===== src/rtl/pipe_control_pkg.sv =====
// Shared definitions for the pipeline control block.
// Holds the controller state encoding and the default bubble word.
package pipe_control_pkg;

    typedef enum logic [1:0] {
        RUN    = 2'd0,
        DRAIN  = 2'd1,
        HALTED = 2'd2
    } pipe_state_t;

    localparam logic [31:0] BUBBLE_DEFAULT = 32'hFFFF_FFFF;

endpackage


===== src/rtl/pipe_control.sv =====
// Pipeline controller: steps, stalls, kills and drains a two-slot
// execute/writeback pipeline, with debug halt/resume and a retire count.
module pipe_control
    import pipe_control_pkg::*;
#(
    parameter bit          RESET_HALTED       = 1'b0,
    parameter logic [31:0] BUBBLE_INSTRUCTION = BUBBLE_DEFAULT
) (
    input  logic        clk,
    input  logic        rst,
    input  logic        fetchValid,
    input  logic [31:0] fetchInstruction,
    output logic        fetchRequest,
    input  logic        memoryBusy,
    input  logic        jumpTaken,
    input  logic        haltRequest,
    input  logic        resumeRequest,
    output logic        halted,
    output logic        stepPipe,
    output logic        fetchStall,
    output logic        executeStall,
    output logic        writebackStall,
    output logic [31:0] stageInstruction,
    output logic [31:0] instructionsRetired
);

    pipe_state_t state;
    logic        exec_valid;
    logic        wb_valid;
    logic [31:0] retire_count;

    localparam pipe_state_t RESET_STATE = RESET_HALTED ? HALTED : RUN;

    // Combinational pipeline handshakes derived from state and inputs.
    always_comb begin
        fetchRequest     = (state == RUN) && !haltRequest;
        stepPipe         = !memoryBusy &&
                           (((state == RUN) && fetchValid) ||
                            (state == DRAIN));
        fetchStall       = !((state == RUN) && fetchValid && !jumpTaken);
        executeStall     = !exec_valid;
        writebackStall   = !wb_valid;
        stageInstruction = fetchStall ? BUBBLE_INSTRUCTION
                                      : fetchInstruction;
        instructionsRetired = retire_count;
    end

    // Run/drain/halt sequencing with a registered halted flag.
    always_ff @(posedge clk) begin
        if (rst) begin
            state  <= RESET_STATE;
            halted <= RESET_HALTED;
        end else begin
            unique case (state)
                RUN: begin
                    if (haltRequest) begin
                        state <= DRAIN;
                    end
                end
                DRAIN: begin
                    if (!exec_valid && !wb_valid) begin
                        state  <= HALTED;
                        halted <= 1'b1;
                    end
                end
                HALTED: begin
                    if (resumeRequest && !haltRequest) begin
                        state  <= RUN;
                        halted <= 1'b0;
                    end
                end
                default: begin
                    state  <= RESET_STATE;
                    halted <= RESET_HALTED;
                end
            endcase
        end
    end

    // Slot valid bits and retire counter advance only on a step.
    always_ff @(posedge clk) begin
        if (rst) begin
            exec_valid   <= 1'b0;
            wb_valid     <= 1'b0;
            retire_count <= 32'd0;
        end else if (stepPipe) begin
            exec_valid <= !fetchStall;
            wb_valid   <= exec_valid;
            if (wb_valid) begin
                retire_count <= retire_count + 32'd1;
            end
        end
    end

endmodule


===== config.mk =====
export PLATFORM = sky130hd
export DESIGN_NAME = pipe_control
export DESIGN_NICKNAME = d
export VERILOG_FILES = /design/src/rtl/pipe_control_pkg.sv /design/src/rtl/pipe_control.sv
export SDC_FILE = /design/constraint.sdc
export NUM_CORES = 1
export LEC_CHECK = 0
export CORE_ASPECT_RATIO = 1.75
export CORE_MARGIN = 2
export CORE_UTILIZATION = 33
export CTS_CLUSTER_SIZE = 28
export DETAILED_ROUTE_END_ITERATION = 8
export PLACE_DENSITY = 0.69
export SLEW_MARGIN = 20
export SYNTH_ARGS = -nofsm -noshare
export SYNTH_HDL_FRONTEND = slang
export SYNTH_SLANG_ARGS = --single-unit
export TNS_END_PERCENT = 20

===== constraint.sdc =====
create_clock -name clk -period 4.6 [get_ports clk]
set_input_delay 0.92 -clock clk [delete_from_list [all_inputs] [get_ports clk]]
set_output_delay 0.92 -clock clk [all_outputs]
set_load 0.01 [all_outputs]

* Yosys cells after proc, flatten, opt, wreduce, memory -nomap -nowiden
Index checks and enable logic that the tools add are counted.
Storage, ports and cells: bits in registers 37, output and inout bits 70, word-level logic and storage cells 37
Operators by class: $add $sub $neg 1, equality and inequality tests 5, muxes and demuxes 8, bitwise operators 1, reductions and logical operators 17
Operator list (number):
- 32-bit by 1-bit adder with 32-bit output (second input constant) | 1
- 32-bit two-way mux | 1
- 1-bit logical AND | 6
- 1-bit zero test | 6
- 2-bit two-way mux | 3
- 2-bit one-hot mux with 3 select lines | 1
- 3-bit AND reduction | 2
- 2-bit inequality test (second input constant) | 2
- 1-bit one-hot mux with 3 select lines | 1
- 2-bit by 1-bit == test with 1-bit output (second input constant) | 1
- 2-bit == test (second input constant) | 1
- 2-bit zero test | 1
- 1-bit two-way mux | 2
- 2-bit by 1-bit inequality test with 1-bit output (second input constant) | 1
- 2-bit AND reduction | 1
- 1-bit logical OR | 1
- 1-bit NOT | 1

* Logic depth before layout (Yosys ltp)
Gate-level depths: netlist (run 1).
word-level depth 5, depth in mapped cells 7, mapped depth without buffers 5

* Worst setup path after synthesis (run 1)
Ideal clock, no wire load.
kind input to output, start point input jumpTaken, end point output stageInstruction[10], arrival 2037 ps, required time 3680 ps, path slack 1643 ps, stages on the path 3, cell sequence nor4b_1 > clkbuf_1 > nand2b_1
Between the ends: cells in the longest elaborated chain, start to end 3
Ends and longest elaborated chain:
- from (decl) | RTL line pipe_control.sv:15 | input logic jumpTaken,
- 1-bit zero test | RTL line pipe_control.sv:40 | fetchStall = !((state == RUN) && fetchValid && !jumpTaken);
- 1-bit logical AND | RTL line pipe_control.sv:40
- 32-bit two-way mux | RTL line pipe_control.sv:43 | stageInstruction = fetchStall ? BUBBLE_INSTRUCTION
- to (decl) | RTL line pipe_control.sv:23 | output logic [31:0] stageInstruction,
Every way passes these cells.

* Worst setup path in the final report (run 1)
start point input fetchValid, end point output stageInstruction[3]
Between the ends: cells in the longest elaborated chain, start to end 3
Ends and longest elaborated chain:
- from (decl) | RTL line pipe_control.sv:11 | input logic fetchValid,
- 1-bit logical AND (2 in series) | RTL line pipe_control.sv:40
- 32-bit two-way mux | RTL line pipe_control.sv:43
Every way passes these cells.

==> results of run 1 <==
[logic make-up after synthesis]
family | after synthesis | share of synthesized area (%)
DFF | 37 | 35.11
and+or+nand+nor | 141 | 39.98
buffers and inverters | 27 | 5.694
xor gates and xnor gates | 5 | 2.076
adders and majority gates | 1 | 0.5930
AOI/OAI and AO/OA | 32 | 8.660
muxes | 15 | 7.889
[sequential cells by signal, summed over array words and instances, names as in the netlist]
register,count
wb_valid,1
instructionsRetired,32
state,2
exec_valid,1
halted,1
[routing by layer]
layer | up-vias | global-route usage [%] | share of wire (%)
li1 | 1116 | - | -
met1 | 1028 | 16.49 | 35
met2 | 94 | 37.35 | 56
met3 | 6 | 5.220 | 7.8
met4 | 0 | 6.079 | 1.4
met5 | - | 0 | 0
[through the flow]
step	std cells	total power (W)	setup WS [ns]	hold WS, ns
floorplan	258	0.0003821	1.643	0.4621
global placement	433	0.0004597	1.175	0.4680
detailed placement	433	0.0004599	1.184	0.4708
CTS	441	0.0007568	1.169	0.4818
global route	441	0.0007792	1.070	0.5192
finish	441	0.0007473	1.196	0.4825
[cell type report]
cell class / count / area, um^2 / area share [%]
clock inverters: 2 / 37.54 / 1.116
well taps: 80 / 100.1 / 2.976
flip-flops and latches: 37 / 740.7 / 22.02
clock buffers: 6 / 82.58 / 2.455
inverters: 9 / 33.78 / 1.004
multi-input cells: 194 / 1255 / 37.31
repair buffers: 113 / 1114 / 33.11
[where the power goes]
group | internal (W) | switching, W | leakage [nW]
Clock | 0.000176 | 0.000121 | 0.0574
Combinational | 0.0000739 | 0.0000472 | 0.784
Sequential | 0.000324 | 0.00000506 | 0.299
[worst max-delay path, delay by kind of cell]
family / cells / cell delay (ns)
AND/OR/NAND/NOR: 2 / 0.33
buffers and inverters: 3 / 1.23
[worst paths after layout]
path | slack [ns] | from | cells past startpoint | endpoint
setup / recovery | 1.20 | fetchValid | 5 | stageInstruction[3]
hold / removal | 0.48 | halted | 2 | halted
setup reg to reg | 2.30 | state[1] | 4 | instructionsRetired[26]
hold reg to reg | 0.48 | halted | 2 | halted
[layout by cell type (no fill, tap or decap), drive strengths merged, types with 2 or more instances in the layout]
master / n
a21oi: 17
and4: 4
buf: 6
clkbuf: 6
clkdlybuf4s50: 107
dfxtp: 37
inv: 9
mux2: 13
mux2i: 2
nand2: 10
nand2b: 33
nand3: 12
nand4: 7
nor2: 23
nor2b: 13
nor4: 17
o21ai: 6
o31ai: 8
or2: 2
or3: 8
or4: 9
xnor2: 4
==> Flow_metrics.wiki, run 1 <==
{| class="wikitable"
! Metric !! Value
|-
| Result of the run || completed
|-
| Netlist Area Pre-Place || 0.002110 mm^2
|-
| Number of different library cells in the post-synthesis netlist || 33
|-
| Core Region || 0.006181 mm^2
|-
| Number of synthesized register bits || 37
|-
| Fraction of layout instances using a drive strength above 1 || 7.479%
|-
| Gate count of the mapped netlist || 258
|-
| Avg Vias per Cell || 5.088
|-
| Most used standard cell by instance count after synthesis || dfxtp_1
|-
| Number of placed I/O pins || 109
|-
| Highest cell delay on the worst timing path || 0.48 ns
|-
| Post-layout utilization of the core || 54.41%
|-
| Initial antenna violation count || 0
|-
| Max-cap violations || 0
|-
| Clock Pin Slew Worst Setup and Hold Paths || 0.08 ns
|-
| Series of cell instances along the critical path || clkdlybuf4s50_1 > nor4b_2 > buf_4 > nand2b_1 > clkdlybuf4s50_1
|-
| Number of antenna diodes || 0
|-
| Clock tree root buffer cell || clkbuf_8
|-
| Wire length of the first global-routing pass || 10160 um
|-
| Setup TNS Final || 0 ns
|-
| Critical path arrival || 2.48 ns
|-
| Peak fanout along the critical path || 20
|-
| Remaining global-route overflow || 0
|-
| Top flip-flop cell by instance count after synthesis || dfxtp_1
|-
| Area share of the largest cell type after synthesis || 35.11%
|-
| Placement Cell Area || 0.003248 mm^2
|-
| Initial DRT Pass Iterations || 4
|-
| Drt total wl || 6139 um
|-
| Avg WL per Cell || 13.92 um
|-
| Critical Path RT || 3.68 ns
|-
| H-tree depth || 2
|-
| Synthesized area divided by synthesized cell count || 8.176 um^2
|-
| # DRC || 0
|-
| Cell at the slowest stage of the critical path || clkdlybuf4s50_1
|-
| Setup repair after global routing missed its margin || false
|-
| Critical path launch point type || input port
|-
| Total of hold buffers inserted after clock tree synthesis || 0
|-
| Die W || 64.44 um
|-
| GPL Wtd Cong || 0.8305
|-
| Path category of the worst min-delay check || reg -> reg
|-
| Yosys top cell by area || dfxtp_1
|-
| Achievable clock frequency || 0.2938 GHz
|-
| Worst setup skew after layout || 0.007323 ns
|-
| Number of enable-type register cells in the synthesized netlist || 0
|-
| Leakage power || 1.140 nW
|-
| Relative slew slack || 53.87%
|-
| 1st-iter DRT viols || 117
|-
| Total via count in the routed design || 2244
|-
| Mapped Nets || 298
|-
| Critical path's most frequent cell || clkdlybuf4s50_1
|-
| Clock Sink Count || 37
|-
| Share of the clock period used by the worst path after layout || 74.00%
|-
| CP Class || in -> out
|-
| Post-CTS setup buffers || 0
|-
| Maximum root-to-sink buffer count || 2
|-
| Critical path capture point type || output port
|-
| Largest cells by area after synthesis || dfxtp_1 (35%), nand2b_1 (9.8%), mux2_2 (4.3%), nor4_1 (4.2%), nor2_1 (4.1%)
|-
| Starting density of the core || 34.13%
|-
| Actual transition at the worst max-transition pin || 0.6920 ns
|-
| Fillers || 601
|-
| Pin count of the biggest net entering global routing || 35
|-
| Setup violations, final || 0
|-
| Final Slew Violations || 0
|-
| Commonest cells post-synth || dfxtp_1 (37), nand2b_1 (33), nor2_1 (23)
|-
| Number of buffers inserted during clock tree synthesis || 5
|-
| Async set or reset register ratio after synthesis || 0%
|-
| Post-cts gate resize count || 0
|-
| Number of buffer cells added on primary ports || 108
|-
| Post-synthesis sequential area ratio || 35.11%
|-
| Total track usage || 18.21%
|-
| Clock tree from TritonCTS || done
|-
| Number of warnings reported in the yosys synthesis log || 0
|-
| Post-layout net count || 400
|-
| Floorplan die area || 0.007073 mm^2
|-
| ANT nets after route || 0
|-
| Vias in the first global route || 2259
|-
| Die Y || 109.8 um
|-
| Synthesis-to-finish area growth || 59.43%
|-
| Number of hold violations in the final report || 0
|-
| Final worst path period need || 3.404 ns
|-
| P per Cell Area || 222.2 mW/mm^2
|-
| Detailed placer's ending HPWL || 4738 um
|-
| Final cell area excluding filler cells || 0.003363 mm^2
|-
| Clock insertion delay at the later pin of the skew report || 0.29 ns
|-
| Worst-case vdd ir drop || 0.1157 mV
|-
| Rows || 38
|}
Note: power is estimated with default switching activity, not from simulation.
==> run 2, diff against run 1 <==
Settings changed: PLACE_DENSITY 0.69 to 0.71.
Clock period 4.6 ns to 2.9 ns, I/O delays scaled along.
==> Flow_metrics.wiki, run 2 (synthesized netlist as in run 1, its figures left out) <==
{| class="wikitable"
! Metric !! Value
|-
| Avg Vias per Cell || 5.097 (was 5.088)
|-
| Reg2reg end || instructionsRetired[29] (was instructionsRetired[26])
|-
| Clock Pin Slew Worst Setup and Hold Paths || 0.07 ns (was 0.08 ns)
|-
| Register-to-Register Setup Slack || 0.60 ns (was 2.30 ns)
|-
| Remaining global-route overflow || 0 (unchanged)
|-
| Worst Hold Path Cells || 2 (unchanged)
|-
| Maximum root-to-sink buffer count || 2 (unchanged)
|-
| Core Region || 0.006181 mm^2 (unchanged)
|-
| Clock Sink Count || 37 (unchanged)
|-
| Die Y || 109.8 um (unchanged)
|-
| Max-cap violations || 0 (unchanged)
|-
| Initial DRT Pass Iterations || 4 (unchanged)
|-
| Clock tree from TritonCTS || done (unchanged)
|-
| Final worst path period need || 2.777 ns
|-
| Fraction of layout instances using a drive strength above 1 || 6.887% (was 7.479%)
|-
| Series of cell instances along the critical path || clkdlybuf4s50_1 > nor4b_2 > buf_6 > nand2b_1 > clkdlybuf4s50_1 (was clkdlybuf4s50_1 > nor4b_2 > buf_4 > nand2b_1 > clkdlybuf4s50_1)
|-
| CP delay by family, top || buffers and inverters (unchanged)
|-
| Number of buffer cells added on primary ports || 108 (unchanged)
|-
| Number of flip-flops in the largest register || 32 (unchanged)
|-
| Result of the run || completed (unchanged)
|-
| Highest cell delay on the worst timing path || 0.52 ns (was 0.48 ns)
|-
| Final Slew Violations || 0 (unchanged)
|-
| P per Cell Area || 314.8 mW/mm^2 (was 222.2 mW/mm^2)
|-
| Leakage power || 1.132 nW (was 1.140 nW)
|-
| Dpl ws || 0.03717 ns (was 1.184 ns)
|-
| Number of cells on the worst reg-to-reg path || 4 (unchanged)
|-
| H-tree depth || 2 (unchanged)
|-
| Achievable clock frequency || 0.3601 GHz
|-
| Clock tree root buffer cell || clkbuf_8 (unchanged)
|-
| Critical path arrival || 2.20 ns (was 2.48 ns)
|-
| Vias in the first global route || 2089 (was 2259)
|-
| # DRC || 0 (unchanged)
|-
| Initial antenna violation count || 0 (unchanged)
|-
| Top library cells by usage in the layout, fill and taps aside || clkdlybuf4s50_1 (108), dfxtp_1 (37), nand2b_1 (33), nor2_1 (23), a21oi_1 (17) (was clkdlybuf4s50_1 (107), dfxtp_1 (37), nand2b_1 (33), nor2_1 (23), a21oi_1 (17))
|-
| Critical Path RT || 2.32 ns (was 3.68 ns)
|-
| Cell at the slowest stage of the critical path || clkdlybuf4s50_1 (unchanged)
|-
| Post-cts gate resize count || 0 (unchanged)
|-
| Drt total wl || 5685 um (was 6139 um)
|-
| ANT nets after route || 0 (unchanged)
|-
| Number of buffers inserted during clock tree synthesis || 5 (unchanged)
|-
| Number of hold violations in the final report || 0 (unchanged)
|-
| Synthesis-to-finish area growth || 58.66% (was 59.43%)
|-
| FF-to-FF Start || instructionsRetired[10] (was state[1])
|-
| Die W || 64.44 um (unchanged)
|-
| Total track usage || 16.27% (was 18.21%)
|-
| Number of placed I/O pins || 109 (unchanged)
|-
| Number of antenna diodes || 0 (unchanged)
|-
| Worst hold start || halted (unchanged)
|-
| Share of the clock period used by the worst path after layout || 95.77%
|-
| Setup violations, final || 0 (unchanged)
|-
| Path category of the worst min-delay check || reg -> reg (unchanged)
|-
| Relative slew slack || 66.75% (was 53.87%)
|-
| Critical path's most frequent cell || clkdlybuf4s50_1 (unchanged)
|-
| Rows || 38 (unchanged)
|-
| Setup TNS Final || 0 ns (unchanged)
|-
| Total of hold buffers inserted after clock tree synthesis || 0 (unchanged)
|-
| Total via count in the routed design || 2258 (was 2244)
|-
| Post-CTS setup buffers || 0 (unchanged)
|-
| Worst setup skew after layout || 0.003851 ns (was 0.007323 ns)
|-
| Avg WL per Cell || 12.83 um (was 13.92 um)
|-
| Leading cell type in the layout, fill and taps excluded || clkdlybuf4s50_1 (unchanged)
|-
| Worst hold endpoint || halted (unchanged)
|-
| Floorplan die area || 0.007073 mm^2 (unchanged)
|-
| Fillers || 606 (was 601)
|-
| Clock insertion delay at the later pin of the skew report || 0.28 ns (was 0.29 ns)
|-
| Worst-case vdd ir drop || 0.1561 mV (was 0.1157 mV)
|-
| Post-layout net count || 402 (was 400)
|-
| Buffering stage count on the worst path with inverters included || 3 (unchanged)
|-
| Actual transition at the worst max-transition pin || 0.4987 ns (was 0.6920 ns)
|-
| Detailed placer's ending HPWL || 4317 um (was 4738 um)
|-
| Final worst slack || 0.1227 ns (was 1.196 ns)
|-
| Pin count of the biggest net entering global routing || 51 (was 35)
|-
| Peak fanout along the critical path || 24 (was 20)
|-
| 1st-iter DRT viols || 82 (was 117)
|-
| Starting density of the core || 34.13% (unchanged)
|-
| Setup repair after global routing missed its margin || false (unchanged)
|-
| Critical path launch point type || input port (unchanged)
|-
| GPL Wtd Cong || 0.7907 (was 0.8305)
|-
| Wire length of the first global-routing pass || 9128 um (was 10160 um)
|-
| CP Class || in -> out (unchanged)
|-
| Critical path capture point type || output port (unchanged)
|}
-- run 2: cell count changes in the layout (fill, tap and decap cells not counted), sizes merged --
cell	previous run	this run
clkbuf	6	8
clkinvlp	1	0
clkdlybuf4s50	107	108
buf	6	7
bufinv	1	0
-- run 2: through the flow --
step	total power [W]	hold slack [ns]	utilization [%]	cells	cell area (um^2)
final	0.001054	0.4838	54.15	443	3347
after global routing	0.001106	0.4996	54.15	443	3347
after CTS	0.001075	0.4836	54.09	443	3343
after detailed placement	0.0007276	0.4735	52.79	435	3263
after global placement	0.0007274	0.4632	52.79	435	3263
after floorplan	0.0006061	0.4621	-	258	2110
-- run 2: power by group --
group	switching [W]	total [W]	internal, W
combinational	0.0000740	0.000193	0.000119
sequential	0.00000789	0.000522	0.000514
clock	0.000168	0.000338	0.000171
-- run 2: area by class of cell --
type	instances	area (um^2)	area share (%)
clock buffer	8	80.08	2.393
inverter	9	33.78	1.009
multi-input combinational	194	1255	37.50
sequential	37	740.7	22.13
tap	80	100.1	2.991
timing repair buffer	115	1137	33.98
-- run 2: worst reg2reg max path, stage by stage, from the launching register on --
cell and delay [ns]:
dfxtp_1 0.46, nand4_1 0.20, or4_1 0.79, nor4_1 0.36, mux2_2 0.37
-- run 2: metal layers --
metal / wire, um / track usage [%]
met4: 67 / 6.383
met5: 0 / 0
met1: 2070 / 15.68
met2: 3099 / 31.85
met3: 448 / 4.606
-- run 2: worst max path at each step --
| stage | start | endpoint | slack, ns | depth (start not counted) |
|---|---|---|---|---|
| 2_1_floorplan | jumpTaken | stageInstruction[10] | 0.62 | 3 |
| 3_3_place_gp | fetchValid | stageInstruction[15] | 0.05 | 5 |
| 3_5_place_dp | fetchValid | stageInstruction[15] | 0.04 | 5 |
| 4_1_cts | fetchValid | stageInstruction[15] | 0.04 | 5 |
| 5_1_grt | fetchValid | stageInstruction[15] | 0.01 | 5 |
| 6_report | fetchValid | stageInstruction[15] | 0.12 | 5 |
==> run 3, diff against run 2 <==
Settings changed: TNS_END_PERCENT 20 to 30.
==> results of run 3 <==
No change in the layout: final DEF, timing and power equal those of run 2.
